### src/rtl/timer_pkg.sv
// Shared types and constants for the timer channel blocks.
package timer_pkg;

   typedef enum logic [1:0] {
      CCLR_NONE = 2'b00,
      CCLR_CMA  = 2'b01,
      CCLR_CMB  = 2'b10,
      CCLR_TMRI = 2'b11
   } cclr_e;

   typedef enum logic [1:0] {
      OS_NONE   = 2'b00,
      OS_LOW    = 2'b01,
      OS_HIGH   = 2'b10,
      OS_TOGGLE = 2'b11
   } os_e;

   // Bit positions inside the {OVF, CMFB, CMFA} flag vector
   localparam int FLAG_CMFA = 0;
   localparam int FLAG_CMFB = 1;
   localparam int FLAG_OVF  = 2;
   localparam int NUM_FLAGS = 3;

   // Pin level that results from applying one output action to the current level
   function automatic logic apply_os(input os_e act, input logic cur);
      logic nxt;
      case (act)
         OS_LOW:    nxt = 1'b0;
         OS_HIGH:   nxt = 1'b1;
         OS_TOGGLE: nxt = ~cur;
         default:   nxt = cur;
      endcase
      return nxt;
   endfunction

endpackage

### src/rtl/tmo_out_ctrl.sv
// Timer output pin: resolves the compare A/B output actions into a registered pin level.
module tmo_out_ctrl
   import timer_pkg::*;
#(
   parameter logic TMO_RST = 1'b0
) (
   input  logic i_clk,
   input  logic i_rst_n,
   input  logic i_match_a,
   input  logic i_match_b,
   input  os_e  i_os_a,
   input  os_e  i_os_b,
   output logic o_tmo
);

   os_e  act;
   logic tmo_d;
   logic tmo_q;

   // B takes precedence on a simultaneous match unless it has no action programmed
   always_comb begin
      act = OS_NONE;
      if (i_match_b && (i_os_b != OS_NONE)) begin
         act = i_os_b;
      end else if (i_match_a) begin
         act = i_os_a;
      end
      tmo_d = apply_os(act, tmo_q);
   end

   // Pin register
   always_ff @(posedge i_clk) begin
      if (!i_rst_n) begin
         tmo_q <= TMO_RST;
      end else begin
         tmo_q <= tmo_d;
      end
   end

   assign o_tmo = tmo_q;

endmodule

### src/rtl/tcnt_count_channel.sv
// One timer channel: TCNT counter, compare A/B match, clear control, overflow,
// sticky status flags, event pulses and the TMO pin.
module tcnt_count_channel
   import timer_pkg::*;
#(
   parameter int   WIDTH   = 8,
   parameter logic TMO_RST = 1'b0
) (
   input  logic             i_clk,
   input  logic             i_rst_n,
   input  logic             i_tcnt_en,
   input  logic             i_tcnt_wr,
   input  logic [WIDTH-1:0] i_tcnt_wdata,
   input  logic [WIDTH-1:0] i_tcora,
   input  logic [WIDTH-1:0] i_tcorb,
   input  logic [1:0]       i_cclr,
   input  logic             i_tmri,
   input  logic [3:0]       i_os,
   input  logic [2:0]       i_flag_clr,
   output logic [WIDTH-1:0] o_tcnt,
   output logic             o_cmfa,
   output logic             o_cmfb,
   output logic             o_ovf,
   output logic             o_cmia_pulse,
   output logic             o_ovf_pulse,
   output logic             o_cascade,
   output logic             o_tmo
);

   cclr_e                cclr;
   logic                 count_ev;
   logic                 match_a;
   logic                 match_b;
   logic                 tmri_clr;
   logic                 match_clr;
   logic                 ovf_ev;
   logic [NUM_FLAGS-1:0] flag_set;

   logic [WIDTH-1:0]     tcnt_d,  tcnt_q;
   logic [NUM_FLAGS-1:0] flags_d, flags_q;
   logic                 cmia_pulse_q;
   logic                 ovf_pulse_q;

   assign cclr = cclr_e'(i_cclr);

   // A register write steals the cycle from counting and from compare matching
   assign count_ev  = i_tcnt_en & ~i_tcnt_wr;
   assign match_a   = count_ev & (tcnt_q == i_tcora);
   assign match_b   = count_ev & (tcnt_q == i_tcorb);
   assign tmri_clr  = (cclr == CCLR_TMRI) & i_tmri;
   assign match_clr = ((cclr == CCLR_CMA) & match_a) | ((cclr == CCLR_CMB) & match_b);

   // Next counter value; any clear taken at all-ones suppresses the overflow
   always_comb begin
      tcnt_d = tcnt_q;
      ovf_ev = 1'b0;
      if (i_tcnt_wr) begin
         tcnt_d = i_tcnt_wdata;
      end else if (tmri_clr) begin
         tcnt_d = '0;
      end else if (match_clr) begin
         tcnt_d = '0;
      end else if (count_ev) begin
         tcnt_d = tcnt_q + WIDTH'(1);
         ovf_ev = &tcnt_q;
      end
   end

   // Sticky flags: a set in the same cycle as its clear strobe wins
   always_comb begin
      flag_set            = '0;
      flag_set[FLAG_CMFA] = match_a;
      flag_set[FLAG_CMFB] = match_b;
      flag_set[FLAG_OVF]  = ovf_ev;
      flags_d             = (flags_q & ~i_flag_clr) | flag_set;
   end

   // Counter, flag and event-pulse registers
   always_ff @(posedge i_clk) begin
      if (!i_rst_n) begin
         tcnt_q       <= '0;
         flags_q      <= '0;
         cmia_pulse_q <= 1'b0;
         ovf_pulse_q  <= 1'b0;
      end else begin
         tcnt_q       <= tcnt_d;
         flags_q      <= flags_d;
         cmia_pulse_q <= match_a;
         ovf_pulse_q  <= ovf_ev;
      end
   end

   tmo_out_ctrl #(
      .TMO_RST (TMO_RST)
   ) u_tmo (
      .i_clk     (i_clk),
      .i_rst_n   (i_rst_n),
      .i_match_a (match_a),
      .i_match_b (match_b),
      .i_os_a    (os_e'(i_os[1:0])),
      .i_os_b    (os_e'(i_os[3:2])),
      .o_tmo     (o_tmo)
   );

   assign o_tcnt       = tcnt_q;
   assign o_cmfa       = flags_q[FLAG_CMFA];
   assign o_cmfb       = flags_q[FLAG_CMFB];
   assign o_ovf        = flags_q[FLAG_OVF];
   assign o_cmia_pulse = cmia_pulse_q;
   assign o_ovf_pulse  = ovf_pulse_q;
   assign o_cascade    = ovf_pulse_q;

endmodule

### config.mk
export PLATFORM = sky130hd
export DESIGN_NAME = tcnt_count_channel
export DESIGN_NICKNAME = d
export VERILOG_FILES = /design/src/rtl/timer_pkg.sv /design/src/rtl/tmo_out_ctrl.sv /design/src/rtl/tcnt_count_channel.sv
export SDC_FILE = /design/constraint.sdc
export NUM_CORES = 1
export LEC_CHECK = 0
export BUFFER_PORTS_ARGS = -buffer_cell sky130_fd_sc_hd__buf_2
export CELL_PAD_IN_SITES_DETAIL_PLACEMENT = 1
export CELL_PAD_IN_SITES_GLOBAL_PLACEMENT = 2
export CORE_MARGIN = 2
export CORE_UTILIZATION = 26
export DETAILED_ROUTE_END_ITERATION = 8
export PLACE_DENSITY_LB_ADDON = 0.1
export SYNTH_ARGS = -nofsm -noshare
export SYNTH_HDL_FRONTEND = slang
export SYNTH_SLANG_ARGS = --single-unit
### constraint.sdc
create_clock -name i_clk -period 3 [get_ports i_clk]
set_clock_uncertainty 0.1 [all_clocks]
set_input_delay 0.6 -clock i_clk [delete_from_list [all_inputs] [get_ports i_clk]]
set_output_delay 0.6 -clock i_clk [all_outputs]
set_load 0.05 [all_outputs]
==> impl_metrics.json, run 1 <==
{
  "status": "complete, no violations",
  "grt_use_total": 0.1579,
  "synth_area_um2": 1102,
  "clockBufferDepth": 2,
  "grt_pass1_wl_um": 6106,
  "drive_gt1_frac": 0.3514,
  "synthArstFlopShare": 0,
  "clkTransAtPathRegs_ns": 0.06,
  "crit_family": "simple AND/OR/NAND/NOR gates",
  "crit_arrival_ns": 2.24,
  "path_max_fanout": 16,
  "synth_top_family_by_area": "simple AND/OR/NAND/NOR gates",
  "place.gp.congestion": 0.7638,
  "pwr_density_cell_nw_per_um2": 390.5,
  "dr.pass1.iters": 4,
  "cts_tree": "done",
  "synthTopCellsByArea": "dfxtp_1, xor2_1, nand3_1, o21ai_0, nand2_1",
  "power_frac_comb": 0.268,
  "nFillCells": 522,
  "post_cts_resized": 0,
  "drc": 0,
  "viasPerCell": 5.234,
  "setup_tns_ns": 0,
  "power.share.sequential": 0.389,
  "num_vias": 1230,
  "worstPathRequired_ns": 3.05,
  "coreArea_um2": 4029,
  "fin_crit_ns": 2.196,
  "maxCapViolCount": 0,
  "postCtsHoldBufs": 0,
  "worst_pin_slew_ns": 0.4167,
  "initialDrtViolationCount": 42,
  "ys_types": 46,
  "die_h_um": 69.11,
  "dieArea_um2": 4776,
  "pwr-share-clk": 0.343,
  "slowest_stage": "a2111oi_1",
  "htreeDepth": 1,
  "synth_warnings": 0,
  "relSlewSlack": 0.7183,
  "grt_setup_unrepaired": "no",
  "finish.utilization": 0.3528,
  "root_buffer": "clkbuf_8",
  "yosys-mux-area-fraction": 0,
  "synth_compound_area_frac": 0.2111,
  "rows": 23,
  "leakagePower_nw": 0.6290,
  "synth_ff_type": "dfxtp_1",
  "ir_drop_mv": 0.2559,
  "hold_class": "reg -> reg",
  "yosysTopAreaCell": "dfxtp_1",
  "antenna_found_initial": 0,
  "finalMaxSlewViolations": 0,
  "clk_latency_ns": 0.25,
  "cpPeakStageDelay_ns": 0.43,
  "start_util": 0.2736,
  "crit_chain": "buf_2 -> nand2b_4 -> a2111oi_1 -> nand4_1 -> and4_1 -> a31o_2",
  "synthToLayoutAreaGrowth_pct": 28.94,
  "yosys_register_bits": 14,
  "synth-xor-area-share": 0.1339,
  "grt_overflow": 0,
  "layout_worst_path_cycle_share": 0.7318,
  "grt_max_degree": 17,
  "syn_area_per_cell_um2": 7.930,
  "dp_hpwl_um": 2967,
  "critPathBufInv": 1,
  "synth.net_count": 178,
  "cts_made_buffers": 3,
  "path_class": "in -> reg",
  "finalNetCount": 225,
  "synth_fa_ha_area_frac": 0.01135,
  "cp-end-kind": "flop",
  "yosysTopAreaCellShare": 0.2543,
  "ant_nets": 0,
  "startpoint_type": "primary input",
  "post_cts_buffers": 0,
  "wl_per_cell_um": 16.09,
  "diodes": 0,
  "die_width_um": 69.11,
  "syn_inst": 139,
  "ys_seq_area_frac": 0.2543,
  "hold_viol": 0,
  "setup_viol": 0,
  "drt_wl_total_um": 3782,
  "numPortBuffers": 52,
  "p_int_w": 0.0003681,
  "grt_pass1_vias": 1282,
  "maxClockFrequency_mhz": 455.5,
  "synth-simple-area-share": 0.3190,
  "p_sw_w": 0.0001868,
  "ioPinCount": 53,
  "swShare": 0.3367,
  "synth_edf_count": 0,
  "clock_sinks": 14
}
[worst paths after layout]
| kind | startpoint | endpoint | slack [ns] | cells after the start |
|---|---|---|---|---|
| max | i_tcnt_wr | o_tcnt[5] | 0.80 | 6 |
| min | flags_q[2] | flags_q[2] | 0.39 | 2 |
| min reg2reg | flags_q[2] | flags_q[2] | 0.39 | 2 |
| max reg2reg | o_tcnt[2] | u_tmo.o_tmo | 0.87 | 5 |
[kinds of logic (layout without fill, tap and decap cells)]
group | count (synthesis) | in the layout
and+or+nand+nor | 60 | 60
adders and majority gates | 1 | 1
AOI/OAI and AO/OA | 33 | 33
xor gates and xnor gates | 16 | 16
buffers and inverters | 15 | 61
DFF | 14 | 14
[metal layers]
metal	global-route usage	vias to the layer above	part of all wire
met2	0.2703	33	0.49
met1	0.1966	583	0.44
li1	-	612	-
met5	0	-	0
met3	0.04094	2	0.056
met4	0.03922	0	0.0071
[metrics by stage]
stage	setup WS [ns]	std cells	power, W	instance area (um2)	hold slack (ns)
floorplan	0.7370	139	0.0003141	1102	0.6105
global placement	0.5648	231	0.0003664	1366	0.3592
detailed placement	0.5223	231	0.0003682	1366	0.3791
CTS	0.7926	235	0.0005640	1421	0.3965
global route	0.6818	235	0.0005884	1421	0.4440
finish	0.8045	235	0.0005550	1421	0.3944
[Yosys cell counts (2+ instances only)]
master      n
a21oi_1     5
xor2_1     12
a32oi_1     3
and4_1      3
inv_1       5
nor4_1      4
o2111ai_1   2
nand2_1     9
nand3_1    12
nor2_1      8
o41ai_1     2
o21ai_0     9
a31o_2      3
nand2b_1    2
dfxtp_1    14
nor4b_1     2
clkbuf_1    4
xnor2_1     3
o31ai_1     2
nand4_1     4
buf_4       3
nor3_1      2
nor2b_1     3
[flip-flops by register name, indices dropped and copies added (netlist names)]
name and flops:
flags_q 3, u_tmo.o_tmo 1, o_tcnt 8, o_cascade 1
o_cmia_pulse 1
[cell type report]
type / instances / area [um2] / share of cell area
multi-input cells: 110 / 744.5 / 0.5238
flip-flops and latches: 14 / 280.3 / 0.1972
repair buffers: 52 / 260.3 / 0.1831
well taps: 50 / 62.56 / 0.04401
clock buffers: 4 / 55.05 / 0.03873
inverters: 5 / 18.77 / 0.01320
[power groups by stage]
| stage | Combinational (W) | Sequential, W | Clock, W |
|---|---|---|---|
| after CTS | 0.000149 | 0.000216 | 0.000199 |
| after global routing | 0.000164 | 0.000218 | 0.000207 |
| after detailed placement | 0.000148 | 0.000220 | 0 |
| final | 0.000149 | 0.000216 | 0.000191 |
| after global placement | 0.000146 | 0.000220 | 0 |
| after floorplan | 0.0000820 | 0.000232 | 0 |
[cell usage in the layout (no fill, tap or decap), types with 2 or more instances in the layout]
master / n
buf_2: 52
xnor2_1: 3
nand2_1: 9
nor2_1: 8
nor3_1: 2
nand3_1: 12
dfxtp_1: 14
a21oi_1: 5
nor4_1: 4
o41ai_1: 2
nor4b_1: 2
o2111ai_1: 2
clkbuf_8: 4
xor2_1: 12
o21ai_0: 9
a32oi_1: 3
nand2b_1: 2
o31ai_1: 2
a31o_2: 3
and4_1: 3
nor2b_1: 3
inv_1: 5
nand4_1: 4
[worst register-to-register path, cell delays in order (launching register included)]
cell	delay, ns
dfxtp_1	0.58
xor2_1	0.15
or4_4	0.56
o41a_1	0.41
o2bb2ai_1	0.14
a21oi_1	0.07
(Power assumes the default switching activity.)
==> inputs of run 2 (changes only) <==
--- a/config.mk
+++ b/config.mk
@@ -5,11 +5,12 @@
 export SDC_FILE = /design/constraint.sdc
 export NUM_CORES = 1
 export LEC_CHECK = 0
+export ABC_AREA = 1
 export BUFFER_PORTS_ARGS = -buffer_cell sky130_fd_sc_hd__buf_2
 export CELL_PAD_IN_SITES_DETAIL_PLACEMENT = 1
 export CELL_PAD_IN_SITES_GLOBAL_PLACEMENT = 2
 export CORE_MARGIN = 2
-export CORE_UTILIZATION = 26
+export CORE_UTILIZATION = 20
 export DETAILED_ROUTE_END_ITERATION = 8
 export PLACE_DENSITY_LB_ADDON = 0.1
 export SYNTH_ARGS = -nofsm -noshare
==> constraint.sdc (replaced) <==
create_clock -name i_clk -period 1.83 [get_ports i_clk]
set_clock_uncertainty 0.1 [all_clocks]
set_input_delay 0.366 -clock i_clk [delete_from_list [all_inputs] [get_ports i_clk]]
set_output_delay 0.366 -clock i_clk [all_outputs]
set_load 0.05 [all_outputs]
==> impl_metrics.json, run 2 <==
{
  "status": "complete, no violations",
  "place.gp.congestion": 0.6979,
  "grt_pass1_vias": 1659,
  "num_vias": 1637,
  "yosysTopAreaCell": "nand2_1",
  "syn_area_per_cell_um2": 5.342,
  "synth_edf_count": 0,
  "wl_met3_um": 169,
  "dr.pass1.iters": 5,
  "finalMaxSlewViolations": 0,
  "die_h_um": 84.90,
  "regArea_um2": 302.8,
  "synth.net_count": 284,
  "initialDrtViolationCount": 34,
  "swShare": 0.3801,
  "worstPathRequired_ns": 1.87,
  "grt_use_total": 0.1405,
  "crit_arrival_ns": 1.75,
  "pwr-share-clk": 0.307,
  "power.share.sequential": 0.330,
  "clkTransAtPathRegs_ns": 0.07,
  "cpPeakStageDelay_ns": 0.39,
  "fin_crit_ns": 1.705,
  "path_max_fanout": 7,
  "start_util": 0.2061,
  "final_cell_count_no_fill": 389,
  "yosysTopAreaCellShare": 0.2897,
  "root_buffer": "clkbuf_8",
  "hold_class": "in -> reg",
  "worst_pin_slew_ns": 0.3736,
  "synthToLayoutAreaGrowth_pct": 44.17,
  "p_int_w": 0.0006495,
  "synthTopCellsByArea": "nand2_1, dfxtp_1, nor2_1, inv_1, nand3_1",
  "grt_max_degree": 14,
  "dieArea_um2": 7207,
  "cp-end-kind": "flop",
  "wl_met2_um": 2228,
  "ys_types": 22,
  "cts_tree": "done",
  "synth.most_common_cell": "nand2_1",
  "yosys_register_bits": 14,
  "maxClockFrequency_mhz": 586.6,
  "numPortBuffers": 52,
  "finish.utilization": 0.2971,
  "drc": 0,
  "dp_hpwl_um": 4059,
  "final_common_cell": "nand2_1",
  "ir_drop_mv": 0.1964,
  "synthTopCellsByCount": "nand2_1, nor2_1, inv_1, nand3_1, dfxtp_1",
  "path_class": "reg -> reg",
  "cts_made_buffers": 3,
  "viasPerCell": 4.208,
  "slowest_stage": "dfxtp_4",
  "wl_per_cell_um": 12.53,
  "clock_sinks": 14,
  "layout_worst_path_cycle_share": 0.9315,
  "wl_met1_um": 2415,
  "htreeDepth": 1,
  "clockBufferDepth": 2,
  "postLayoutCellArea_um2": 1887,
  "final_cell_mix": "nand2_1, buf_2, nor2_1, inv_1, nand3_1",
  "ys_seq_area_frac": 0.2141,
  "hold_viol": 0,
  "leakagePower_nw": 1.075,
  "drt_wl_total_um": 4873,
  "grt_setup_unrepaired": "yes",
  "drive_gt1_frac": 0.3429,
  "power_frac_comb": 0.364,
  "startpoint_type": "flop",
  "antenna_found_initial": 0,
  "synth_area_um2": 1309,
  "synth_ff_type": "dfxtp_1",
  "maxCapViolCount": 0,
  "place_area_um2": 1724,
  "synth_warnings": 0,
  "ant_nets": 0,
  "synthArstFlopShare": 0,
  "multiInputGateArea_um2": 932.1,
  "p_sw_w": 0.0003982,
  "nFillCells": 851,
  "crit_chain": "inv_2 -> nand2_1 -> nand2_2 -> nor2_4 -> nand2_2 -> nor2_4 -> nand3_4 -> nand4_4 -> inv_2 -> nor2_1 -> nor2_1",
  "diodes": 0,
  "syn_inst": 245,
  "finalNetCount": 352,
  "clk_latency_ns": 0.26,
  "die_width_um": 84.90,
  "coreArea_um2": 6350,
  "highest_layer": "met4",
  "relSlewSlack": 0.7490,
  "ioPinCount": 53,
  "grt_overflow": 0,
  "pwr_density_cell_nw_per_um2": 555.3,
  "largest_register_ffs": 8,
  "rows": 29,
  "post-place-cells": 380,
  "grt_pass1_wl_um": 7969,
  "setup_viol": 0
}
[run 2: cell count changes after synthesis, sizes merged, moves of 4 or more]
cell	previous run	this run
nand4	4	10
xor2	13	1
nor4	5	1
nor2	8	44
o21ai	9	0
inv	5	38
nand3	12	20
clkbuf	5	1
nand2	9	102
[run 2: cell type report]
class / count / share of cell area
Clock buffer: 4 / 0.02918
Inverter: 38 / 0.07560
Multi-Input combinational cell: 191 / 0.4940
Sequential cell: 14 / 0.1605
Tap cell: 77 / 0.05106
Timing Repair Buffer: 65 / 0.1897
[run 2: power by group through the flow]
| stage | clock [W] | combinational, W | sequential [W] |
|---|---|---|---|
| after global routing | 0.000349 | 0.000430 | 0.000349 |
| after detailed placement | 0 | 0.000351 | 0.000358 |
| after CTS | 0.000332 | 0.000355 | 0.000350 |
| after floorplan | 0 | 0.000168 | 0.000402 |
| final | 0.000321 | 0.000381 | 0.000346 |
| after global placement | 0 | 0.000352 | 0.000359 |
[run 2: critical path: cells and delay by family, from the launching register on]
| family | cells | cell delay [ns] |
|---|---|---|
| buffers and inverters | 2 | 0.14 |
| DFF | 1 | 0.39 |
| and+or+nand+nor | 9 | 0.98 |
[run 2: path summary, 6_finish.rpt]
path                      start          to  slack [ns]  depth (start not counted)
setup / recovery      o_tcnt[0]   o_tcnt[7]        0.13                         11
hold / removal    i_flag_clr[2]  flags_q[2]        0.21                          2
setup reg to reg      o_tcnt[0]   o_tcnt[7]        0.13                         11
hold reg to reg      flags_q[0]  flags_q[0]        0.36                          2
[run 2: repair_timing]
item | 4_1_cts | 5_1_grt
hold buffers | 0 | 0
pin swaps | 0 | 11
endpoints found under the setup margin | 3 | 9
buffers inserted | 0 | 4
resized for setup | 3 | 19
cloned | 0 | 1
[run 2: kinds of logic after synthesis]
| kind of cell | synth area share |
|---|---|
| xor+xnor | 0.006693 |
| flops | 0.2142 |
| simple gates | 0.6233 |
| compound gates | 0.02295 |
| buf+inv | 0.1233 |
| fa+ha+maj | 0.009559 |
[run 2: per-stage QoR]
| step | hold slack [ns] | setup TNS [ns] | worst slack [ns] | power [W] |
|---|---|---|---|---|
| finish | 0.2091 | 0 | 0.1254 | 0.001048 |
| global route | 0.2147 | -0.06493 | -0.02145 | 0.001128 |
| CTS | 0.2036 | 0 | 0.02457 | 0.001037 |
| detailed placement | 0.3581 | -0.006568 | -0.003294 | 0.0007092 |
| global placement | 0.3543 | -0.0003298 | -0.0003298 | 0.0007105 |
| floorplan | 0.3695 | 0 | 0.1126 | 0.0005697 |
[run 2: metal layers]
layer  GRT usage  vias up
li1            -      896
met1      0.2019      698
met2      0.2233       38
met3     0.01265        5
met4     0.04329        0
met5           0        -
==> inputs of run 3 (changes only) <==
--- a/config.mk
+++ b/config.mk
@@ -9,8 +9,9 @@
 export BUFFER_PORTS_ARGS = -buffer_cell sky130_fd_sc_hd__buf_2
 export CELL_PAD_IN_SITES_DETAIL_PLACEMENT = 1
 export CELL_PAD_IN_SITES_GLOBAL_PLACEMENT = 2
+export CORE_ASPECT_RATIO = 1.2
 export CORE_MARGIN = 2
-export CORE_UTILIZATION = 20
+export CORE_UTILIZATION = 24
 export DETAILED_ROUTE_END_ITERATION = 8
 export PLACE_DENSITY_LB_ADDON = 0.1
 export SYNTH_ARGS = -nofsm -noshare
==> constraint.sdc (replaced) <==
create_clock -name i_clk -period 2.05 [get_ports i_clk]
set_clock_uncertainty 0.1 [all_clocks]
set_input_delay 0.41 -clock i_clk [delete_from_list [all_inputs] [get_ports i_clk]]
set_output_delay 0.41 -clock i_clk [all_outputs]
set_load 0.05 [all_outputs]
==> impl_metrics.json, run 3 (synthesis gave the netlist of run 2 again) <==
{
  "rows": 29,
  "path_class": "reg -> reg",
  "initialDrtViolationCount": 50,
  "hold_viol": 0,
  "slowest_stage": "dfxtp_1",
  "synthToLayoutAreaGrowth_pct": 32.12,
  "grt_setup_unrepaired": "no",
  "worstPathRequired_ns": 2.09,
  "cp-end-kind": "flop",
  "cts_tree": "done",
  "numPortBuffers": 52,
  "htreeDepth": 1,
  "die_h_um": 84.90,
  "cts_made_buffers": 3,
  "viasPerCell": 4.380,
  "place_area_um2": 1673,
  "min_from": "i_flag_clr[2]",
  "diodes": 0,
  "maxCapViolCount": 0,
  "dieArea_um2": 6062,
  "worst_pin_slew_ns": 0.4743,
  "place.gp.congestion": 0.7376,
  "nFillCells": 745,
  "maxClockFrequency_mhz": 549.1,
  "startpoint_type": "flop",
  "grt_use_total": 0.1579,
  "setup_viol": 0,
  "ioPinCount": 53,
  "grt_pass1_wl_um": 7686,
  "pwr_density_cell_nw_per_um2": 512.9,
  "ir_drop_mv": 0.2152,
  "cpPeakStageDelay_ns": 0.38,
  "largest_register_ffs": 8,
  "num_vias": 1603,
  "clkTransAtPathRegs_ns": 0.07,
  "setup_tns_ns": 0,
  "cp-startpoint": "o_tcnt[6]",
  "wl_per_cell_um": 12.09,
  "drt_wl_total_um": 4425,
  "drc": 0,
  "fin_crit_ns": 1.821,
  "finalNetCount": 344,
  "leakagePower_nw": 1.025,
  "path_max_fanout": 7,
  "layout_worst_path_cycle_share": 0.8884,
  "hold_class": "in -> reg",
  "drive_gt1_frac": 0.2632,
  "root_buffer": "clkbuf_8",
  "antenna_found_initial": 0,
  "grt_max_degree": 14,
  "r2r_start": "o_tcnt[6]",
  "die_width_um": 71.41,
  "ant_nets": 0,
  "grt_pass1_vias": 1694,
  "crit_chain": "inv_1 -> nand2_1 -> nand2_1 -> nor2_1 -> nand2_1 -> nor2_2 -> nand3_4 -> nand4_2 -> inv_2 -> nor2_1 -> nor2_1",
  "dr.pass1.iters": 4,
  "grt_overflow": 0,
  "clockBufferDepth": 2,
  "start_util": 0.2488,
  "crit_arrival_ns": 1.86,
  "clk_latency_ns": 0.25,
  "relSlewSlack": 0.6814,
  "clock_sinks": 14,
  "postLayoutCellArea_um2": 1729,
  "post_cts_buffers": 0,
  "coreArea_um2": 5261,
  "final_cell_mix": "nand2_1, buf_2, nor2_1, inv_1, nand3_1",
  "status": "complete, no violations",
  "final_common_cell": "nand2_1",
  "finalMaxSlewViolations": 0,
  "dp_hpwl_um": 3836
}
==> run 3: final timing paths <==
kind                endpoint  slack (ns)  depth (start not counted)
setup / recovery   o_tcnt[6]        0.23                         11
hold / removal    flags_q[2]        0.26                          2
setup reg to reg   o_tcnt[6]        0.23                         11
hold reg to reg   flags_q[1]        0.36                          2
==> run 3: per-layer routing <==
metal  part of all wire  vias up  global-route usage
li1                   -      874                   -
met1               0.46      699              0.2036
met2               0.50       28              0.2803
met3              0.027        2             0.01306
met4             0.0099        0             0.04117
met5                  0        -                   0
==> run 3: final cells by class <==
| cell class | instances | area (um2) | area share |
|---|---|---|---|
| multi-input combinational | 190 | 867.1 | 0.5014 |
| timing repair buffer | 58 | 305.3 | 0.1766 |
| sequential | 14 | 281.5 | 0.1628 |
| inverter | 38 | 142.6 | 0.08249 |
| tap | 62 | 77.57 | 0.04486 |
| clock buffer | 4 | 55.05 | 0.03184 |
==> run 3: critical path: cells and delay by family, from the launching register on <==
kind	cells	cell delay (ns)
DFF	1	0.38
and+or+nand+nor	9	1.01
buffers and inverters	2	0.21
==> run 3: where the power goes <==
| group | switching [W] | total [W] | internal (W) |
|---|---|---|---|
| registers | 0.0000177 | 0.000304 | 0.000286 |
| logic | 0.000201 | 0.000306 | 0.000106 |
| clock network | 0.000107 | 0.000277 | 0.000170 |
| total | 0.000325 | 0.000887 | 0.000562 |
==> run 3: repair_timing <==
item | 4_1_cts | 5_1_grt
gates resized for setup | 0 | 1
endpoints found under the setup margin | 0 | 3
endpoints found under the hold margin | 0 | 0
hold buffers | 0 | 0
==> run 3: per-stage QoR <==
step	util	hold WS [ns]	worst slack, ns	total power, W	std cells
2_1_floorplan	-	0.4135	0.1238	0.0005054	245
3_3_place_gp	0.3180	0.3537	0.03564	0.0006240	362
3_5_place_dp	0.3180	0.3643	0.04458	0.0006229	362
4_1_cts	0.3284	0.2514	0.1605	0.0009094	366
5_1_grt	0.3287	0.2647	0.03790	0.0009601	366
6_report	0.3287	0.2603	0.2288	0.0008869	366
